$ cat src/rtl/bht_update_arbiter_if.sv
// Decode-control type shared with the EX stages, plus the arbiter's bus
// interface. The struct carries only the fields the BHT training path reads.
package isa_pkg;
  typedef struct packed {
    logic       is_branch;  // instruction is a branch/jump-class op
    logic [2:0] funct3;     // 011 = JAL, 010 = JALR, others = conditional
  } decode_ctrl_t;
endpackage

// Bundles both resolve sources, the control inputs and the BHT update port.
// master = EX side (drives sources, hold, flush); slave = the arbiter.
interface bht_update_arbiter_if #(
  parameter int DEPTH = 4
);
  import isa_pkg::*;
  localparam int CW = $clog2(DEPTH + 1);

  logic         s0_valid;
  logic         s0_ready;
  decode_ctrl_t s0_ctrl;
  logic [31:0]  s0_pc;
  logic         s0_taken;

  logic         s1_valid;
  logic         s1_ready;
  decode_ctrl_t s1_ctrl;
  logic [31:0]  s1_pc;
  logic         s1_taken;

  logic         hold;
  logic         flush;

  logic         update_valid;
  decode_ctrl_t update_ctrl;
  logic [31:0]  update_pc;
  logic         update_taken;

  logic [CW-1:0] q0_count;
  logic [CW-1:0] q1_count;
  logic          busy;

  modport master (
    output s0_valid, s0_ctrl, s0_pc, s0_taken,
    output s1_valid, s1_ctrl, s1_pc, s1_taken,
    output hold, flush,
    input  s0_ready, s1_ready,
    input  update_valid, update_ctrl, update_pc, update_taken,
    input  q0_count, q1_count, busy
  );

  modport slave (
    input  s0_valid, s0_ctrl, s0_pc, s0_taken,
    input  s1_valid, s1_ctrl, s1_pc, s1_taken,
    input  hold, flush,
    output s0_ready, s1_ready,
    output update_valid, update_ctrl, update_pc, update_taken,
    output q0_count, q1_count, busy
  );
endinterface

$ cat src/rtl/bht_update_arbiter.sv
// Funnels resolved conditional branches from two EX sources into the single
// BHT update port. Each source owns a small FIFO; heads are served round-robin,
// one update per cycle. JAL/JALR and non-branches are accepted but dropped.
module bht_update_arbiter #(
  parameter int DEPTH = 4
) (
  input  logic                  clk,
  input  logic                  rst_n,
  bht_update_arbiter_if.slave   bus
);
  import isa_pkg::*;

  localparam int PW = $clog2(DEPTH);
  localparam int CW = $clog2(DEPTH + 1);

  typedef struct packed {
    decode_ctrl_t ctrl;
    logic [31:0]  pc;
    logic         taken;
  } entry_t;

  // Per-source views so both FIFOs can be built by one generate loop.
  logic          s_valid  [2];
  decode_ctrl_t  s_ctrl   [2];
  logic [31:0]   s_pc     [2];
  logic          s_taken  [2];
  logic          s_ready  [2];
  logic          is_cond  [2];
  logic          push     [2];
  logic          pop      [2];
  logic          nonempty [2];
  logic [CW-1:0] count    [2];
  entry_t        head     [2];

  logic rr_q, rr_d;
  logic grant;
  logic any_ne;
  logic can_pop;

  assign s_valid[0] = bus.s0_valid;
  assign s_ctrl[0]  = bus.s0_ctrl;
  assign s_pc[0]    = bus.s0_pc;
  assign s_taken[0] = bus.s0_taken;
  assign s_valid[1] = bus.s1_valid;
  assign s_ctrl[1]  = bus.s1_ctrl;
  assign s_pc[1]    = bus.s1_pc;
  assign s_taken[1] = bus.s1_taken;

  genvar gi;
  generate
    for (gi = 0; gi < 2; gi++) begin : g_src
      entry_t        mem_q [DEPTH];
      logic [PW-1:0] wr_ptr_q, wr_ptr_d;
      logic [PW-1:0] rd_ptr_q, rd_ptr_d;
      logic [CW-1:0] count_q, count_d;

      // Only conditional branches train the BHT; jumps complete but are dropped.
      assign is_cond[gi]  = s_ctrl[gi].is_branch &&
                            (s_ctrl[gi].funct3 != 3'b011) &&
                            (s_ctrl[gi].funct3 != 3'b010);
      // Ready ignores a same-cycle pop so it never depends on the grant path.
      assign s_ready[gi]  = (count_q != CW'(DEPTH)) && !bus.flush;
      assign push[gi]     = s_valid[gi] && s_ready[gi] && is_cond[gi];
      assign nonempty[gi] = (count_q != '0);
      assign pop[gi]      = can_pop && nonempty[gi] && (grant == 1'(gi));
      assign count[gi]    = count_q;
      assign head[gi]     = mem_q[rd_ptr_q];

      // Pointer and occupancy next state; flush empties the FIFO.
      always_comb begin
        wr_ptr_d = wr_ptr_q;
        rd_ptr_d = rd_ptr_q;
        count_d  = count_q;
        if (bus.flush) begin
          wr_ptr_d = '0;
          rd_ptr_d = '0;
          count_d  = '0;
        end else begin
          if (push[gi]) wr_ptr_d = wr_ptr_q + 1'b1;
          if (pop[gi])  rd_ptr_d = rd_ptr_q + 1'b1;
          case ({push[gi], pop[gi]})
            2'b10:   count_d = count_q + 1'b1;
            2'b01:   count_d = count_q - 1'b1;
            default: count_d = count_q;
          endcase
        end
      end

      // FIFO control state register.
      always_ff @(posedge clk) begin
        if (!rst_n) begin
          wr_ptr_q <= '0;
          rd_ptr_q <= '0;
          count_q  <= '0;
        end else begin
          wr_ptr_q <= wr_ptr_d;
          rd_ptr_q <= rd_ptr_d;
          count_q  <= count_d;
        end
      end

      // Storage write; contents need no reset since count gates visibility.
      always_ff @(posedge clk) begin
        if (push[gi]) begin
          mem_q[wr_ptr_q] <= '{ctrl: s_ctrl[gi], pc: s_pc[gi], taken: s_taken[gi]};
        end
      end
    end
  endgenerate

  // Round-robin grant: rr breaks ties, a lone non-empty source always wins,
  // and the pointer then favours the source that was not served.
  always_comb begin
    any_ne  = nonempty[0] || nonempty[1];
    can_pop = !bus.hold && !bus.flush;
    grant   = 1'b0;
    if (nonempty[0] && nonempty[1]) begin
      grant = rr_q;
    end else if (nonempty[1]) begin
      grant = 1'b1;
    end
    rr_d = rr_q;
    if (bus.flush) begin
      rr_d = 1'b0;
    end else if (can_pop && any_ne) begin
      rr_d = ~grant;
    end
  end

  // Round-robin pointer register.
  always_ff @(posedge clk) begin
    if (!rst_n) begin
      rr_q <= 1'b0;
    end else begin
      rr_q <= rr_d;
    end
  end

  assign bus.s0_ready     = s_ready[0];
  assign bus.s1_ready     = s_ready[1];
  assign bus.update_valid = can_pop && any_ne;
  assign bus.update_ctrl  = head[grant].ctrl;
  assign bus.update_pc    = head[grant].pc;
  assign bus.update_taken = head[grant].taken;
  assign bus.q0_count     = count[0];
  assign bus.q1_count     = count[1];
  assign bus.busy         = any_ne;

endmodule

$ cat src/flat_wrapper.sv
// flat-port wrapper written by rule: the top's interface ports become plain ports
module bht_update_arbiter_flat import isa_pkg::*;
#(
  parameter int DEPTH = 4
)
  (clk, rst_n, bus_s0_valid, bus_s0_ctrl, bus_s0_pc, bus_s0_taken, bus_s1_valid, bus_s1_ctrl, bus_s1_pc, bus_s1_taken, bus_hold, bus_flush, bus_s0_ready, bus_s1_ready, bus_update_valid, bus_update_ctrl, bus_update_pc, bus_update_taken, bus_q0_count, bus_q1_count, bus_busy);
  bht_update_arbiter_if #(.DEPTH(DEPTH)) bus_i ();
  input  logic clk;
  input  logic rst_n;
  input wire logic [$bits(bus_i.s0_valid)-1:0] bus_s0_valid;
  input wire logic [$bits(bus_i.s0_ctrl)-1:0] bus_s0_ctrl;
  input wire logic [$bits(bus_i.s0_pc)-1:0] bus_s0_pc;
  input wire logic [$bits(bus_i.s0_taken)-1:0] bus_s0_taken;
  input wire logic [$bits(bus_i.s1_valid)-1:0] bus_s1_valid;
  input wire logic [$bits(bus_i.s1_ctrl)-1:0] bus_s1_ctrl;
  input wire logic [$bits(bus_i.s1_pc)-1:0] bus_s1_pc;
  input wire logic [$bits(bus_i.s1_taken)-1:0] bus_s1_taken;
  input wire logic [$bits(bus_i.hold)-1:0] bus_hold;
  input wire logic [$bits(bus_i.flush)-1:0] bus_flush;
  output wire logic [$bits(bus_i.s0_ready)-1:0] bus_s0_ready;
  output wire logic [$bits(bus_i.s1_ready)-1:0] bus_s1_ready;
  output wire logic [$bits(bus_i.update_valid)-1:0] bus_update_valid;
  output wire logic [$bits(bus_i.update_ctrl)-1:0] bus_update_ctrl;
  output wire logic [$bits(bus_i.update_pc)-1:0] bus_update_pc;
  output wire logic [$bits(bus_i.update_taken)-1:0] bus_update_taken;
  output wire logic [$bits(bus_i.q0_count)-1:0] bus_q0_count;
  output wire logic [$bits(bus_i.q1_count)-1:0] bus_q1_count;
  output wire logic [$bits(bus_i.busy)-1:0] bus_busy;
  assign bus_i.s0_valid = bus_s0_valid;
  assign bus_i.s0_ctrl = bus_s0_ctrl;
  assign bus_i.s0_pc = bus_s0_pc;
  assign bus_i.s0_taken = bus_s0_taken;
  assign bus_i.s1_valid = bus_s1_valid;
  assign bus_i.s1_ctrl = bus_s1_ctrl;
  assign bus_i.s1_pc = bus_s1_pc;
  assign bus_i.s1_taken = bus_s1_taken;
  assign bus_i.hold = bus_hold;
  assign bus_i.flush = bus_flush;
  assign bus_s0_ready = bus_i.s0_ready;
  assign bus_s1_ready = bus_i.s1_ready;
  assign bus_update_valid = bus_i.update_valid;
  assign bus_update_ctrl = bus_i.update_ctrl;
  assign bus_update_pc = bus_i.update_pc;
  assign bus_update_taken = bus_i.update_taken;
  assign bus_q0_count = bus_i.q0_count;
  assign bus_q1_count = bus_i.q1_count;
  assign bus_busy = bus_i.busy;
  bht_update_arbiter #(.DEPTH(DEPTH)) u_core (.clk(clk), .rst_n(rst_n), .bus(bus_i));
endmodule
$ cat config.mk
export PLATFORM = sky130hd
export DESIGN_NAME = bht_update_arbiter_flat
export DESIGN_NICKNAME = d
export VERILOG_FILES = /design/src/rtl/bht_update_arbiter_if.sv /design/src/rtl/bht_update_arbiter.sv /design/src/flat_wrapper.sv
export SDC_FILE = /design/constraint.sdc
export NUM_CORES = 1
export LEC_CHECK = 0
export CORE_UTILIZATION = 29
export CTS_CLUSTER_DIAMETER = 120
export DETAILED_ROUTE_END_ITERATION = 10
export GPL_TIMING_DRIVEN = 0
export PLACE_DENSITY = 0.43
export SYNTH_ARGS = -nofsm -noshare
export SYNTH_HDL_FRONTEND = slang
export SYNTH_SLANG_ARGS = --single-unit
$ cat constraint.sdc
create_clock -name clk -period 7.1 [get_ports clk]
set_clock_uncertainty 0.2 [all_clocks]
set_input_delay 1.065 -clock clk [delete_from_list [all_inputs] [get_ports clk]]
set_output_delay 1.065 -clock clk [all_outputs]
set_load 0.005 [all_outputs]
# ---- Word level (Yosys, flattened, before mapping)
# Memory sizes are Yosys's and may differ from the RTL's. A register that Yosys moved wholly into a read port is not among the register bits.
# Cells that the tools add are included.
dict set report totals {
  ff_bits 15
  ram_bits 296
  in_bits 80
  elab_cells 71
  mem_count 2
}
# name depth word_bits rd rd_clocked_by_memory_dff wr line_no
set memory_table {}
lappend memory_table {{u_core.g_src[0].mem_q} 4 37 1 1 1 bht_update_arbiter.sv:52} ;# entry_t mem_q [DEPTH];
lappend memory_table {{u_core.g_src[1].mem_q} 4 37 1 1 1 bht_update_arbiter.sv:52}
dict set report op_classes {
  addsub 8
  n_lt_le_gt_ge 1
  n_eq_ne 10
  mux 15
  n_bitwise 3
  reduce_logical 25
}
# operator n
set op_table {}
lappend op_table {{two-way mux 37 bit} 3}
lappend op_table {{logical AND 1 bit} 17}
lappend op_table {{inequality test 3 x 2 -> 1 bit (second input constant)} 4}
lappend op_table {{case mux 3 bit (2 select lines)} 2}
lappend op_table {{adder 2 x 1 -> 2 bit (second input constant)} 4}
lappend op_table {{two-way mux 2 bit} 4}
lappend op_table {{adder 3 x 1 -> 3 bit (second input constant)} 2}
lappend op_table {{two-way mux 1 bit} 6}
lappend op_table {{inequality test 3 bit (second input constant)} 2}
lappend op_table {{nonzero test 3 bit} 2}
lappend op_table {{subtractor 3 x 1 -> 3 bit (second input constant)} 2}
lappend op_table {{equality test 2 x 1 -> 1 bit (second input constant)} 2}
lappend op_table {{equality test 2 bit (second input constant)} 2}
lappend op_table {{nonzero test 2 bit} 2}
lappend op_table {{>= comparator 2 bit (second input constant)} 1}
lappend op_table {{zero test 1 bit} 2}
lappend op_table {{NOT 1 bit} 2}
lappend op_table {{NOT 1 -> 2 bit} 1}
lappend op_table {{OR reduction 2 bit} 1}
lappend op_table {{logical OR 1 bit} 1}

# ---- Logic depth before layout (Yosys ltp)
dict set report depth {
  depth_word 7
  ltp_mapped 9
}

# ---- Worst setup path after synthesis
# OpenSTA, ideal clock, no wires.
dict set report synth_timing {
  path_type {input -> register}
  from {input bus_s0_ctrl[1]}
  to {memory u_core.g_src[0].mem_q[0][0] (netlist name), enable pin}
  setup_ns 0.398
  arrival_ns 2.592
  required_ns 6.502
  slack_ns 3.910
  stages 3
  path_buffers 0
  path_cell_list {nor2b_1 nor4_1 and2_1}
}
dict set report synth_between {
  elab_chain_len 6
}
# element line_no
set synth_lines {}
lappend synth_lines {{from (decl)} flat_wrapper.sv:11} ;# input wire logic [$bits(bus_i.s0_ctrl)-1:0] bus_s0_ctrl;
lappend synth_lines {{inequality test 3 x 2 -> 1 bit} bht_update_arbiter.sv:59} ;# (s_ctrl[gi].funct3 != 3'b011) &&
lappend synth_lines {{logical AND 1 bit} bht_update_arbiter.sv:58} ;# assign is_cond[gi] = s_ctrl[gi].is_branch &&
lappend synth_lines {{logical AND 1 bit *} bht_update_arbiter.sv:59}
lappend synth_lines {{logical AND 1 bit *} bht_update_arbiter.sv:63} ;# assign push[gi] = s_valid[gi] && s_ready[gi] && is_cond[gi];
lappend synth_lines {{two-way mux 1 bit *} bht_update_arbiter.sv:104} ;# if (push[gi]) begin
lappend synth_lines {{two-way mux 1 bit (not written as such) *} bht_update_arbiter.sv:105} ;# mem_q[wr_ptr_q] <= '{ctrl: s_ctrl[gi], pc: s_pc[gi], taken: s_taken[gi]};
lappend synth_lines {{to (decl)} bht_update_arbiter.sv:52}
# Mark *: on every way between the ends. The rest lies on a longest branch, timed or not.

==> flow_summary.json <==
{
  "ys_ff_latch": 315,
  "leakage_nw": 5.10,
  "first_iter_violations": 369,
  "power.total_mw": 4.06,
  "hold_viol": 0,
  "regArea_mm2": 0.00927,
  "rsz0062_at_grt": "no",
  "async_flop_share_pct": 0,
  "slowest_stage": "clkbuf_1",
  "post-cts-setup-buffers": 0,
  "min_period_ns": 4.26,
  "drv_slew": 0,
  "hpwlAfterDp_mm": 17.9,
  "synth_most_common_cell": "edfxtp_1",
  "via_per_inst": 4.61,
  "synth.largest_area_cell": "edfxtp_1",
  "cts-root-buf": "clkbuf_16",
  "reg2reg_to": "u_core.bus.q1_count[2]",
  "htree_levels": 2,
  "tritoncts": "done",
  "synthTopCellsByCount": "edfxtp_1, mux4_2, mux2_4",
  "grt_max_degree": 28,
  "grt_usage_pct": 13.2,
  "routed-via-count": 5960,
  "grt_pass1_vias": 6786,
  "syn_area_per_cell_um2": 22.6,
  "startpoint_type": "register",
  "crit_chain": "clkbuf_2 -> clkbuf_1 -> mux4_2 -> mux2_4 -> clkdlybuf4s50_1",
  "hold_class": "register to register",
  "syn_area_mm2": 0.0125,
  "post_cts_resized": 0,
  "cts_hold_buf": 0,
  "area_delta_synth_final_pct": 26.6,
  "core_mm2": 0.0422,
  "path_buf_inv": 3,
  "setup_viol": 0,
  "r2r-start": "u_core.bus.q1_count[2]",
  "stdcell_area_mm2": 0.0158,
  "critPathKind": "register to primary output",
  "fillers": 3885,
  "critPathRequiredTime_ns": 5.83,
  "syn_nets": 645,
  "path_delay_family": "buffers and inverters",
  "io_pins": 127,
  "die_height_um": 209,
  "synth_edf_count": 296,
  "yosysUniqueCellTypes": 37,
  "yosysWarnings": 0,
  "final_layout_size_suffix_gt1_share_pct": 23.1,
  "die-area_mm2": 0.0438,
  "start_util_pct": 29.5,
  "setup_tns_ns": 0,
  "finalNetCount": 819,
  "rrSetupSlack_ns": 4.05,
  "cts.clk_slew.worst_paths_ns": 0.06,
  "ant_nets": 0,
  "clock_latency_ns": 0.52,
  "rows": 75,
  "cp.depth": 5,
  "die_x_um": 209,
  "grt_overflow": 0,
  "diodes": 0,
  "r2r_cells": 9,
  "yosys-top-cells-area": "edfxtp_1, mux4_2, mux4_1",
  "ys_seq_area_share_pct": 74.3,
  "multi_input_area_mm2": 0.00296,
  "cp-end-kind": "primary output",
  "worst-path-max-fanout": 10,
  "max_slew_margin_pct": 42.3,
  "outcome": "finished clean",
  "place_congestion": 0.675,
  "synth_top_cell_area_share_pct": 71.3,
  "fin_crit_sh_pct": 60.0,
  "cts_sinks": 315,
  "wl_per_cell_um": 21.7,
  "vdd_drop_max_v": 0.000138,
  "maxCapViolations": 0,
  "drt_wl_total_mm": 28.0,
  "cts_buffers": 38,
  "endpoint": "bus_update_pc[26]",
  "synth_flop_cell": "edfxtp_1",
  "pwr_density_cell_mw_per_mm2": 257,
  "port_buffers": 126,
  "arrival_ns": 2.99,
  "cpPeakStageDelay_ns": 0.70,
  "timing.fmax_ghz": 0.235,
  "dr.pass1.iters": 4,
  "drc_errors": 0,
  "dpl_cell_area_mm2": 0.0146,
  "worst_pin_slew_ns": 0.865,
  "clockBufferDepth": 3,
  "grt_pass1_wl_mm": 41.8,
  "netlist_instances": 553,
  "antenna_found_initial": 1
}
[cell families after synthesis]
family,count (synthesis),share of synthesized area (%)
buffers and inverters,37,2.07
AOI/OAI and AO/OA,20,1.15
muxes,117,18.7
DFF,315,74.3
and+or+nand+nor,48,2.18
xor gates and xnor gates,4,0.281
adders and majority gates,12,1.32
[per-stage QoR]
step	worst slack [ns]	hold WS [ns]	util (%)	std cells
after detailed placement	3.06	0.288	34.5	1226
final	2.84	0.297	37.4	1292
after CTS	2.74	0.302	37.4	1292
after floorplan	3.91	0.249	-	553
after global routing	2.71	0.333	37.4	1292
after global placement	2.17	0.266	34.1	1218
[report_power, final]
group          switching (mW)  total, mW  internal [mW]
Combinational          0.0600      0.144         0.0836
Sequential            0.00360       2.05           2.05
Clock                   0.713       1.86           1.15
[registers in the layout, indices dropped and copies added (netlist names), named ones only]
name and cells:
u_core.g_src.mem_q 296, u_core.g_src.rd_ptr_q 4, u_core.g_src.wr_ptr_q 4, u_core.bus.q0_count 3
u_core.bus.q1_count 3, u_core.rr_q 1
[worst min path at each step]
stage,start,end,slack [ns],cells after the start
after global routing,u_core.g_src[1].rd_ptr_q[0],u_core.g_src[1].rd_ptr_q[0],0.33,2
after floorplan,u_core.g_src[1].rd_ptr_q[1],register,0.25,2
after CTS,u_core.g_src[1].rd_ptr_q[1],register,0.30,2
final,u_core.g_src[1].rd_ptr_q[1],register,0.30,2
after global placement,u_core.g_src[1].rd_ptr_q[1],u_core.g_src[1].rd_ptr_q[1],0.27,2
after detailed placement,u_core.g_src[1].rd_ptr_q[1],register,0.29,2
[routing by layer]
layer / global-route usage (%) / share of wire, % / routed length [um] / vias to the layer above
met5: 0 / 0.029 / 8 / -
met4: 3.63 / 1.8 / 505 / 2
met3: 3.17 / 5.5 / 1530 / 42
met2: 22.7 / 50 / 13900 / 157
met1: 16.4 / 43 / 12000 / 3105
li1: - / - / - / 2654
[worst reg2reg max path, delay by kind of cell (launching register included)]
kind	cells	cell delay, ns
XOR/XNOR	1	0.17
buffers and inverters	2	0.19
flip-flops	1	0.41
AO/OA/AOI/OAI	1	0.18
adder cells (fa/ha/maj)	2	0.58
AND/OR/NAND/NOR	3	1.23
[cell type report]
type                       instances  area share (%)
sequential                       315            58.7
multi-input combinational        201            18.7
timing repair buffer             134            9.00
clock buffer                      46            6.61
tap                              539            4.27
buffer                            23            1.30
clock inverter                    20            1.08
inverter                          14           0.333
[cell usage in the layout, fill, tap and decap left out, drive strengths merged, types with 2 or more instances in the layout]
| cell | instances |
|---|---|
| ha | 10 |
| nor2b | 3 |
| o31ai | 3 |
| dfxtp | 19 |
| clkbuf | 56 |
| nand2 | 5 |
| clkdlybuf4s50 | 126 |
| inv | 15 |
| o21a | 2 |
| edfxtp | 296 |
| mux4 | 74 |
| xor2 | 4 |
| or4 | 2 |
| o21ai | 3 |
| nor2 | 10 |
| nor3b | 2 |
| fa | 2 |
| bufinv | 3 |
| mux2i | 5 |
| o31a | 2 |
| clkinv | 15 |
| or3 | 4 |
| buf | 21 |
| mux2 | 38 |
| and2 | 10 |
| nor4 | 4 |
| nand2b | 5 |
| a21oi | 7 |
No activity file was read; power rests on OpenSTA's default activity.
